===== src/rtl/pipeline_interlock.sv =====
// pipeline_interlock: RAW hazard interlock for a 5-stage datapath with no forwarding.
// Ports:
//   clk, reset     clock and synchronous active-low reset
//   valid_d        decode register holds a real instruction
//   src1_d/src2_d  decode source registers, qualified by use_src1_d/use_src2_d
//   dest_d         decode destination, qualified by regwrite_d
//   branch_d       taken branch resolved in decode
//   enable         PC/decode advance (0 = hold)
//   flushC         execute register loads a bubble
//   flush_decode   decode register clears on the next edge
//   stall_count    saturating total of stall cycles
//   interlock_err  sticky: a stall run exceeded MAX_STALL
module pipeline_interlock #(
    parameter int AW                 = 4,
    parameter int CNT_W              = 16,
    parameter int MAX_STALL          = 3,
    parameter int ZERO_REG_HARDWIRED = 0
) (
    input  logic             clk,
    input  logic             reset,
    input  logic             valid_d,
    input  logic [AW-1:0]    src1_d,
    input  logic [AW-1:0]    src2_d,
    input  logic             use_src1_d,
    input  logic             use_src2_d,
    input  logic [AW-1:0]    dest_d,
    input  logic             regwrite_d,
    input  logic             branch_d,
    output logic             enable,
    output logic             flushC,
    output logic             flush_decode,
    output logic [CNT_W-1:0] stall_count,
    output logic             interlock_err
);
    localparam logic [CNT_W-1:0] SAT = '1;
    // scoreboard index 0 = E, 1 = M, 2 = W
    logic [2:0]         sb_v_q, sb_v_d;
    logic [2:0][AW-1:0] sb_dst_q, sb_dst_d;
    logic [CNT_W-1:0]   run_len_q, run_len_d, stall_cnt_q, stall_cnt_d;
    logic               err_q, err_d;
    logic               hit1, hit2, hazard, wr_issue;
    always_comb begin
        hit1 = 1'b0;
        hit2 = 1'b0;
        for (int k = 0; k < 3; k++) begin
            hit1 = hit1 | (sb_v_q[k] & (sb_dst_q[k] == src1_d));
            hit2 = hit2 | (sb_v_q[k] & (sb_dst_q[k] == src2_d));
        end
        if (ZERO_REG_HARDWIRED != 0) begin
            hit1 = hit1 & (src1_d != {AW{1'b0}});
            hit2 = hit2 & (src2_d != {AW{1'b0}});
        end
        hazard   = valid_d & ((use_src1_d & hit1) | (use_src2_d & hit2));
        wr_issue = valid_d & ~hazard & regwrite_d;
    end
    // reset forces the datapath into hold with bubbles in both E and decode
    assign enable        = reset ? ~hazard : 1'b0;
    assign flushC        = reset ? (hazard | ~valid_d) : 1'b1;
    assign flush_decode  = reset ? (branch_d & valid_d & ~hazard) : 1'b1;
    assign stall_count   = stall_cnt_q;
    assign interlock_err = err_q;
    always_comb begin
        // unconditional shift: stalls inject bubbles while older entries drain
        sb_v_d      = {sb_v_q[1:0], wr_issue};
        sb_dst_d    = {sb_dst_q[1:0], wr_issue ? dest_d : {AW{1'b0}}};
        run_len_d   = !hazard ? '0 : (run_len_q == SAT ? run_len_q : run_len_q + CNT_W'(1));
        stall_cnt_d = (hazard && stall_cnt_q != SAT) ? stall_cnt_q + CNT_W'(1) : stall_cnt_q;
        err_d       = err_q | (hazard & (int'(run_len_q) >= MAX_STALL));
    end
    always_ff @(posedge clk) begin
        if (!reset) begin
            sb_v_q      <= '0;
            sb_dst_q    <= '0;
            run_len_q   <= '0;
            stall_cnt_q <= '0;
            err_q       <= 1'b0;
        end else begin
            sb_v_q      <= sb_v_d;
            sb_dst_q    <= sb_dst_d;
            run_len_q   <= run_len_d;
            stall_cnt_q <= stall_cnt_d;
            err_q       <= err_d;
        end
    end
endmodule


===== config.mk =====
export PLATFORM = sky130hd
export DESIGN_NAME = pipeline_interlock
export DESIGN_NICKNAME = d
export VERILOG_FILES = /design/src/rtl/pipeline_interlock.sv
export SDC_FILE = /design/constraint.sdc
export NUM_CORES = 1
export LEC_CHECK = 0
export CAP_MARGIN = 5
export CELL_PAD_IN_SITES_DETAIL_PLACEMENT = 1
export CELL_PAD_IN_SITES_GLOBAL_PLACEMENT = 1
export CORE_ASPECT_RATIO = 0.75
export CORE_MARGIN = 2
export CORE_UTILIZATION = 32
export DETAILED_ROUTE_END_ITERATION = 10
export PLACE_DENSITY_LB_ADDON = 0.1
export SYNTH_ARGS = -nofsm -noshare
export SYNTH_HDL_FRONTEND = slang
export SYNTH_SLANG_ARGS = --single-unit

===== constraint.sdc =====
create_clock -name clk -period 2.3 [get_ports clk]
set_clock_uncertainty 0.05 [all_clocks]
set_input_delay 0.46 -clock clk [delete_from_list [all_inputs] [get_ports clk]]
set_output_delay 0.46 -clock clk [all_outputs]
set_load 0.01 [all_outputs]

* Word-level counts from Yosys, hierarchy flattened
Index checks and enable logic that the tools add are counted.
Cells by class: add/sub/neg operators 2, $lt $le $gt $ge 1, equal/unequal tests 8, mux-type cells 3, bitwise logic cells 23, reduce and logical (&&, ||, !) cells 3
Operators with widths (count):
- 16-bit by 1-bit adder with 16-bit output (second input constant) | 2
- 4-bit equality test | 6
- 16-bit equality test (second input constant) | 1
- 16-bit by 2-bit >= comparator with 1-bit output (second input constant) | 1
- 16-bit != test (second input constant) | 1
- 1-bit bitwise AND | 14
- 1-bit bitwise OR | 7
- 2-bit AND reduction | 2
- 1-bit 2-to-1 mux | 3
- 1-bit inverter | 2
- 1-bit logical AND | 1
Word-level totals: register bits after elaboration 48, input bits 19, output and inout port bits 20, logic and storage cells 47

* Longest topological paths before layout
Gate-level depths: netlist (run 1).
depth after elaboration 11, gate-level depth with buffers 9, depth with buffers taken out 8

* Worst setup path after synthesis (run 1)
No wires, ideal clock.
path type reg-to-reg, start register stall_cnt_q[0] (netlist: stall_count[0]), end register stall_cnt_q[14] (netlist: stall_count[14]), setup time 0.073 ns, arrival 1.851 ns, data required time 2.177 ns, slack 0.326 ns, cell stages (with the launch flop) 8, path buffers 0, clock period less this slack 1.974 ns, path through dfxtp_1 -> ha_1 -> nand2_1 -> or3_4 -> nor3_1 -> nand3_1 -> or3_1 -> a21oi_1
On the way: longest elaborated chain between the ends 2, elaborated cells on any way between the ends 3, classes of those cells add/sub (1); eq/ne (1); reduce/logical (1)
RTL lines:
- start: declaration | RTL line 39 | logic [CNT_W-1:0] run_len_q, run_len_d, stall_cnt_q, stall_cnt_d;
- start signal: assignment | RTL line 81 | stall_cnt_q <= stall_cnt_d;
- branches (longest 2 deep; another with 16-bit by 1-bit adder with 16-bit output)
Parallel ways; which one is timed is not known. A chain may end at the register's enable or synchronous reset.

* Final worst setup path (run 1)
start input src2_d[2], end output enable
On the way: longest elaborated chain between the ends 9, elaborated cells on any way between the ends 13, classes of those cells eq/ne (3); mux (1); bitwise (9)
RTL lines:
- start: declaration | RTL line 23 | input logic [AW-1:0] src2_d,
- 4-bit equality test | RTL line 47 | hit2 = hit2 | (sb_v_q[k] & (sb_dst_q[k] == src2_d));
- 1-bit bitwise AND | RTL line 47
- 1-bit bitwise OR | RTL line 47
- 1-bit bitwise OR (*) | RTL line 47
- 1-bit bitwise AND (*) | RTL line 53 | hazard = valid_d & ((use_src1_d & hit1) | (use_src2_d & hit2));
- 1-bit bitwise OR (*) | RTL line 53
- 1-bit bitwise AND (*) | RTL line 53
- 1-bit inverter (*) | RTL line 57 | assign enable = reset ? ~hazard : 1'b0;
- 1-bit 2-to-1 mux (*) | RTL line 57
- end: declaration | RTL line 29 | output logic enable,
Every way passes the cells marked *; elsewhere a longest branch is shown, timed or not.

==> results.toml, run 1 <==
[outcome]
failed_checks = "negative setup slack"
outcome = "complete, but fails checks"

[logic_synthesis]
synth_edf_count = 0
synth_cell_types = 41
ys_ff_latch = 48
syn_nets = 283
synth.avg_cell_area_um2 = 8.85
synth_area_leaders = "dfxtp_1 41%, xor2_1 9.1%, xnor2_1 4.9%"
synth.largest_area_cell = "dfxtp_1"
yosysWarningCount = 0
ys.flop_type = "dfxtp_1"
yosysSeqAreaShare_pct = 41.4
synth_top_area_share_pct = 41.4
netlist_instances = 262
async_flop_share_pct = 0
syn_area_um2 = 2320

[power_and_ir_drop]
power.total_mw = 1.62
p_seq_share_pct = 52.0
p_switching_uw = 360
p_per_area_nw_per_um2 = 499
ir_worst_vdd_uv = 265
clkPwrFrac_pct = 40.3
p_int_mw = 1.26
cellLeakagePower_nw = 1.15
switching_share_pct = 22.3
combPwrFrac_pct = 7.6

[clock_tree]
insertion_delay_ns = 0.30
cts_buffers = 5
clk_pin_slew_ns = 0.09
root_buffer = "clkbuf_8"
cts_tree = "yes"
hold_buffers = 0
cts.sinks = 48
cts-htree-levels = 2
ctsLongestPathBuffers = 2

[final_layout]
final_cell_mix = "42 x dfxtp_1, 30 x buf_4, 28 x nor2_1, 27 x clkdlybuf4s50_1, 22 x xor2_1"
syn2layout_area_growth_pct = 39.8
antenna_cells = 0
final_common_cell = "dfxtp_1"
drive_gt1_share_pct = 22.9
final_cells = 430
n_fill_cell = 814
final_util_pct = 46.8
finalNetCount = 352

[setup_path]
cp.arrival_ns = 1.85
worst_ep_required_time_ns = 1.79
r2r_cells = 10
critPathKind = "input port to output pin"
r2r_slack_ns = 0.09
worst_setup_path_end_kind = "output pin"
critPathMaxFanout = 3
start_kind = "input port"
timing.rr.end = "stall_count[2]$_SDFFE_PN0P_"
r2r-start = "sb_dst_q[10]$_SDFF_PN0_"
cp-startpoint = "src2_d[2]"

[floorplan]
row_count = 26
initial_core_util_pct = 33.5
die_area_um2 = 7950
ios = 39
dieWidth_um = 102
die_h_um = 77.7
core_area_um2 = 6930

[worst_hold_path]
whs_path_depth = 2
holdCritPathClass = "register to register"
min_to = "stall_count[5]$_SDFFE_PN0P_"
hold_start = "stall_count[5]$_SDFFE_PN0P_"

[routing]
drt-wirelength-per-cell_um = 14.6
viasPerCell = 4.86
firstDrtPassIters = 4
drt_iter0_drc = 44
antenna_left = 0
drc = 0
dr_total_vias = 2088
wirelength_um = 6290

[placed_design]
dp_hpwl_um = 4680
place.port_buffers = 38
gp_congestion = 0.788
placed_cells = 417
dp_slack_ns = -0.743

[sta]
grt_setup_unrepaired = "yes"
post-route-min-period_ns = 2.36
period_share_pct = 102
setup_tns_ns = -0.0552
slew_viol_final = 0
setup_viol = 1
worst_slack_ns = -0.0552
tightest_slew_ns = 0.457
hold_viol_final = 0
relSlewSlack_pct = 69.4
fmax_mhz = 425

[global_route]
antenna_found_initial = 0
grt-ovfl-total = 0
grt_usage_pct = 16.5
grt_pass1_vias = 2072
grt_max_degree = 22
grt_pass1_wl_um = 10200

[flow_run]
cap_violations = 0
[synthesized netlist by cell type, types with 3 or more instances]
library cell  number
a21oi_1            5
and2_1            15
buf_2              3
clkbuf_1           4
dfxtp_1           48
inv_1              4
mux2i_1            6
nand2_1           17
nand2b_1           4
nand3_1           16
nand4_1           11
nor2_1            29
nor3_1            10
nor4_1             6
o2111ai_1          3
o21a_1             3
o21ai_0            3
o31a_1             3
o31ai_1            3
or3_1              3
or4_1              4
xnor2_1           13
xor2_1            24
[flip-flops by register name, summed over array words and instances (netlist names)]
name / count
interlock_err: 1
run_len_q: 16
sb_dst_d: 8
sb_dst_q: 4
sb_v_q: 3
stall_count: 16
[critical path, stage by stage]
cell             delay [ns]
clkdlybuf4s15_2        0.22
xor2_1                 0.16
nor3_1                 0.22
nand4_1                0.18
o21ai_4                0.12
nor2_4                 0.07
buf_6                  0.12
nor2b_4                0.11
nor2_2                 0.05
buf_2                  0.13
[kinds of logic after synthesis]
kind of cell	after synthesis	synth area share (%)
AOI/OAI and AO/OA	30	9.55
xor gates and xnor gates	37	14.0
adders and majority gates	2	1.08
buffers and inverters	13	2.59
DFF	48	41.4
muxes	6	2.59
and+or+nand+nor	126	28.8
[layer usage]
layer	up-vias	global-route usage [%]	routed length, um
met5	-	0	0
met4	0	3.60	46
met3	5	3.33	218
met2	31	26.2	2810
met1	992	23.2	3210
li1	1060	-	-
[worst max path at each step]
stage,end,slack [ns],depth (start not counted)
after global placement,enable,-0.70,9
after global routing,enable,-0.13,10
after CTS,enable,-0.06,10
final,enable,-0.06,10
after detailed placement,enable,-0.74,9
after floorplan,stall_count[14]$_SDFFE_PN0P_,0.33,7
[power by group through the flow]
stage / logic (mW) / registers [mW] / clock network, mW
2_1_floorplan: 0.0444 / 0.859 / 0
3_3_place_gp: 0.117 / 0.860 / 0
3_5_place_dp: 0.119 / 0.860 / 0
4_1_cts: 0.118 / 0.841 / 0.671
5_1_grt: 0.134 / 0.843 / 0.715
6_report: 0.123 / 0.842 / 0.652
[metrics by stage]
stage          instance area (um2)  hold slack [ns]
5_1_grt                       3240            0.474
2_1_floorplan                 2320            0.402
3_3_place_gp                  3000            0.429
3_5_place_dp                  3000            0.432
4_1_cts                       3160            0.456
6_report                      3240            0.453
[what timing repair did]
| item | CTS | global route |
|---|---|---|
| setup buffers | 2 | 3 |
| resized for setup | 35 | 23 |
| pin swaps | 16 | 16 |
| endpoints found under the setup margin | 15 | 14 |
[final cells by class]
| cell class | count | area [um2] | area share, % |
|---|---|---|---|
| Timing Repair Buffer | 70 | 607 | 18.7 |
| Inverter | 5 | 18.8 | 0.579 |
| Multi-Input combinational cell | 201 | 1400 | 43.3 |
| Clock buffer | 6 | 82.6 | 2.55 |
| Clock inverter | 2 | 38.8 | 1.20 |
| Sequential cell | 48 | 968 | 29.9 |
| Tap cell | 98 | 123 | 3.78 |
Power figures use the tool's default switching activity.
==> run 2: changes to the inputs <==
Settings changed: CORE_UTILIZATION 32 to 40.
Clock period 2.3 ns to 2.7 ns, I/O delays scaled along.
==> run 2 against run 1 <==
  * The run now ends clean
  * Highest routed layer unchanged
  * Critical path depth is the same
  * Utilization grew 9.9 points
  * Sequential cell count is the same
  * Via count shrank 0.91%
  * Count of clock-buffer cells in the layout shrank 1
  * Wire length shrank 4.5%
  * Final area shrank 4.5%
  * Sequential share of layout area grew 1.2 points
  * Worst hold slack lost 0.0077 ns
  * Worst setup slack gained 0.11 ns
==> results.toml, run 2 (synthesis results as in run 1) <==
[clock_tree]
cts_tree = "yes"
cts.sinks = 48
clk_pin_slew_ns = 0.09
insertion_delay_ns = 0.30
cts_buffers = 5
root_buffer = "clkbuf_8"
cts-htree-levels = 2
ctsLongestPathBuffers = 2

[final_layout]
n_fill_cell = 643
seqCellArea_um2 = 961
multiInputGateArea_um2 = 1350
antenna_cells = 0
final_util_pct = 56.6
syn2layout_area_growth_pct = 33.5
finalNetCount = 342
final_common_cell = "dfxtp_1"
final_cell_mix = "48 x dfxtp_1, 28 x nor2_1, 27 x clkdlybuf4s50_1, 22 x xor2_1, 21 x buf_4"
drive_gt1_share_pct = 15.0
final_cell_area_um2 = 3100

[outcome]
outcome = "finished clean"

[setup_path]
worst_ep_required_time_ns = 2.11
start_kind = "input port"
r2r_slack_ns = 0.38
r2r-start = "sb_dst_q[11]$_SDFF_PN0_"
critPathKind = "input port to output pin"
r2r_cells = 11
worst_setup_path_end_kind = "output pin"
timing.rr.end = "stall_count[12]$_SDFFE_PN0P_"
critPathMaxFanout = 4
cp.arrival_ns = 2.06

[power_and_ir_drop]
clkPwrFrac_pct = 42.5
switching_share_pct = 20.6
ir_worst_vdd_uv = 260
combPwrFrac_pct = 7.0
p_seq_share_pct = 50.5
p_switching_uw = 292
p_per_area_nw_per_um2 = 459
cellLeakagePower_nw = 1.10
p_int_mw = 1.13

[sta]
relSlewSlack_pct = 68.9
setup_tns_ns = 0
tightest_slew_ns = 0.466
hold_slack_ns = 0.445
slew_viol_final = 0
fmax_mhz = 378
setup_viol = 0
period_share_pct = 98.0
post-route-min-period_ns = 2.65
hold_viol_final = 0

[global_route]
grt_pass1_wl_um = 10000
grt_max_degree = 24
grt_pass1_vias = 2051
grt_usage_pct = 19.5
antenna_found_initial = 0
grt-ovfl-total = 0

[placed_design]
place.port_buffers = 38
gp_congestion = 0.794
dp_hpwl_um = 4420
placed_area_um2 = 2900

[floorplan]
ios = 39
die_h_um = 70.0
die_area_um2 = 6430
core_area_um2 = 5470
dieWidth_um = 91.9
initial_core_util_pct = 42.4
row_count = 23

[worst_hold_path]
min_to = "interlock_err$_SDFF_PN0_"
hold_start = "interlock_err$_SDFF_PN0_"
whs_path_depth = 1
holdCritPathClass = "register to register"

[routing]
wirelength_um = 6010
drc = 0
dr_total_vias = 2069
drt_iter0_drc = 88
drt-wirelength-per-cell_um = 15.2
antenna_left = 0
viasPerCell = 5.22
firstDrtPassIters = 4

[flow_run]
cap_violations = 0
[run 2: cell type report]
type | count | area share (%)
clock buffers | 5 | 2.22
multi-input cells | 201 | 43.7
clock inverters | 2 | 1.94
flip-flops and latches | 48 | 31.0
well taps | 75 | 3.03
inverters | 5 | 0.606
repair buffers | 60 | 17.5
[run 2: worst max-delay path by stage]
stage / startpoint / to / slack [ns] / depth (start not counted)
final: src2_d[0] / enable / 0.05 / 10
after CTS: src1_d[1] / enable / -0.15 / 10
after global placement: src1_d[3] / enable / -0.45 / 9
after floorplan: src2_d[0] / enable / 0.58 / 7
after detailed placement: src1_d[3] / enable / -0.49 / 9
after global routing: src2_d[0] / enable / -0.03 / 10
[run 2: critical path, cell delays in order]
cell           delay [ns]
dlygate4sd2_1        0.29
buf_4                0.16
xnor2_2              0.12
nand3_1              0.15
o21ai_2              0.24
nor2_4               0.07
buf_4                0.14
nor2b_2              0.13
nor2_2               0.07
buf_2                0.14
[run 2: routing by layer]
metal | global-route usage, % | up-vias | routed length (um)
li1 | - | 1039 | -
met1 | 25.5 | 990 | 2930
met2 | 32.4 | 36 | 2870
met3 | 5.07 | 4 | 169
met4 | 4.64 | 0 | 48
met5 | 0 | - | 0
[run 2: power by group through the flow]
stage / Clock, mW / Sequential [mW] / Combinational, mW
3_3_place_gp: 0 / 0.733 / 0.0963
6_report: 0.605 / 0.717 / 0.0995
5_1_grt: 0.656 / 0.718 / 0.108
2_1_floorplan: 0 / 0.732 / 0.0378
4_1_cts: 0.619 / 0.717 / 0.0972
3_5_place_dp: 0 / 0.733 / 0.0985
[run 2: repair_timing]
action / in CTS / in global routing
pin swaps: 4 / 10
gates resized for setup: 17 / 10
setup buffers: 2 / 2
setup endpoints to repair: 3 / 3
hold buffers: 0 / 0
[run 2: stage by stage]
step                      setup slack, ns  power (mW)  cells
after floorplan                     0.578       0.770    262
after global placement             -0.446       0.829    385
after detailed placement           -0.486       0.832    385
after CTS                          -0.153        1.43    394
after global routing              -0.0286        1.48    396
final                              0.0542        1.42    396
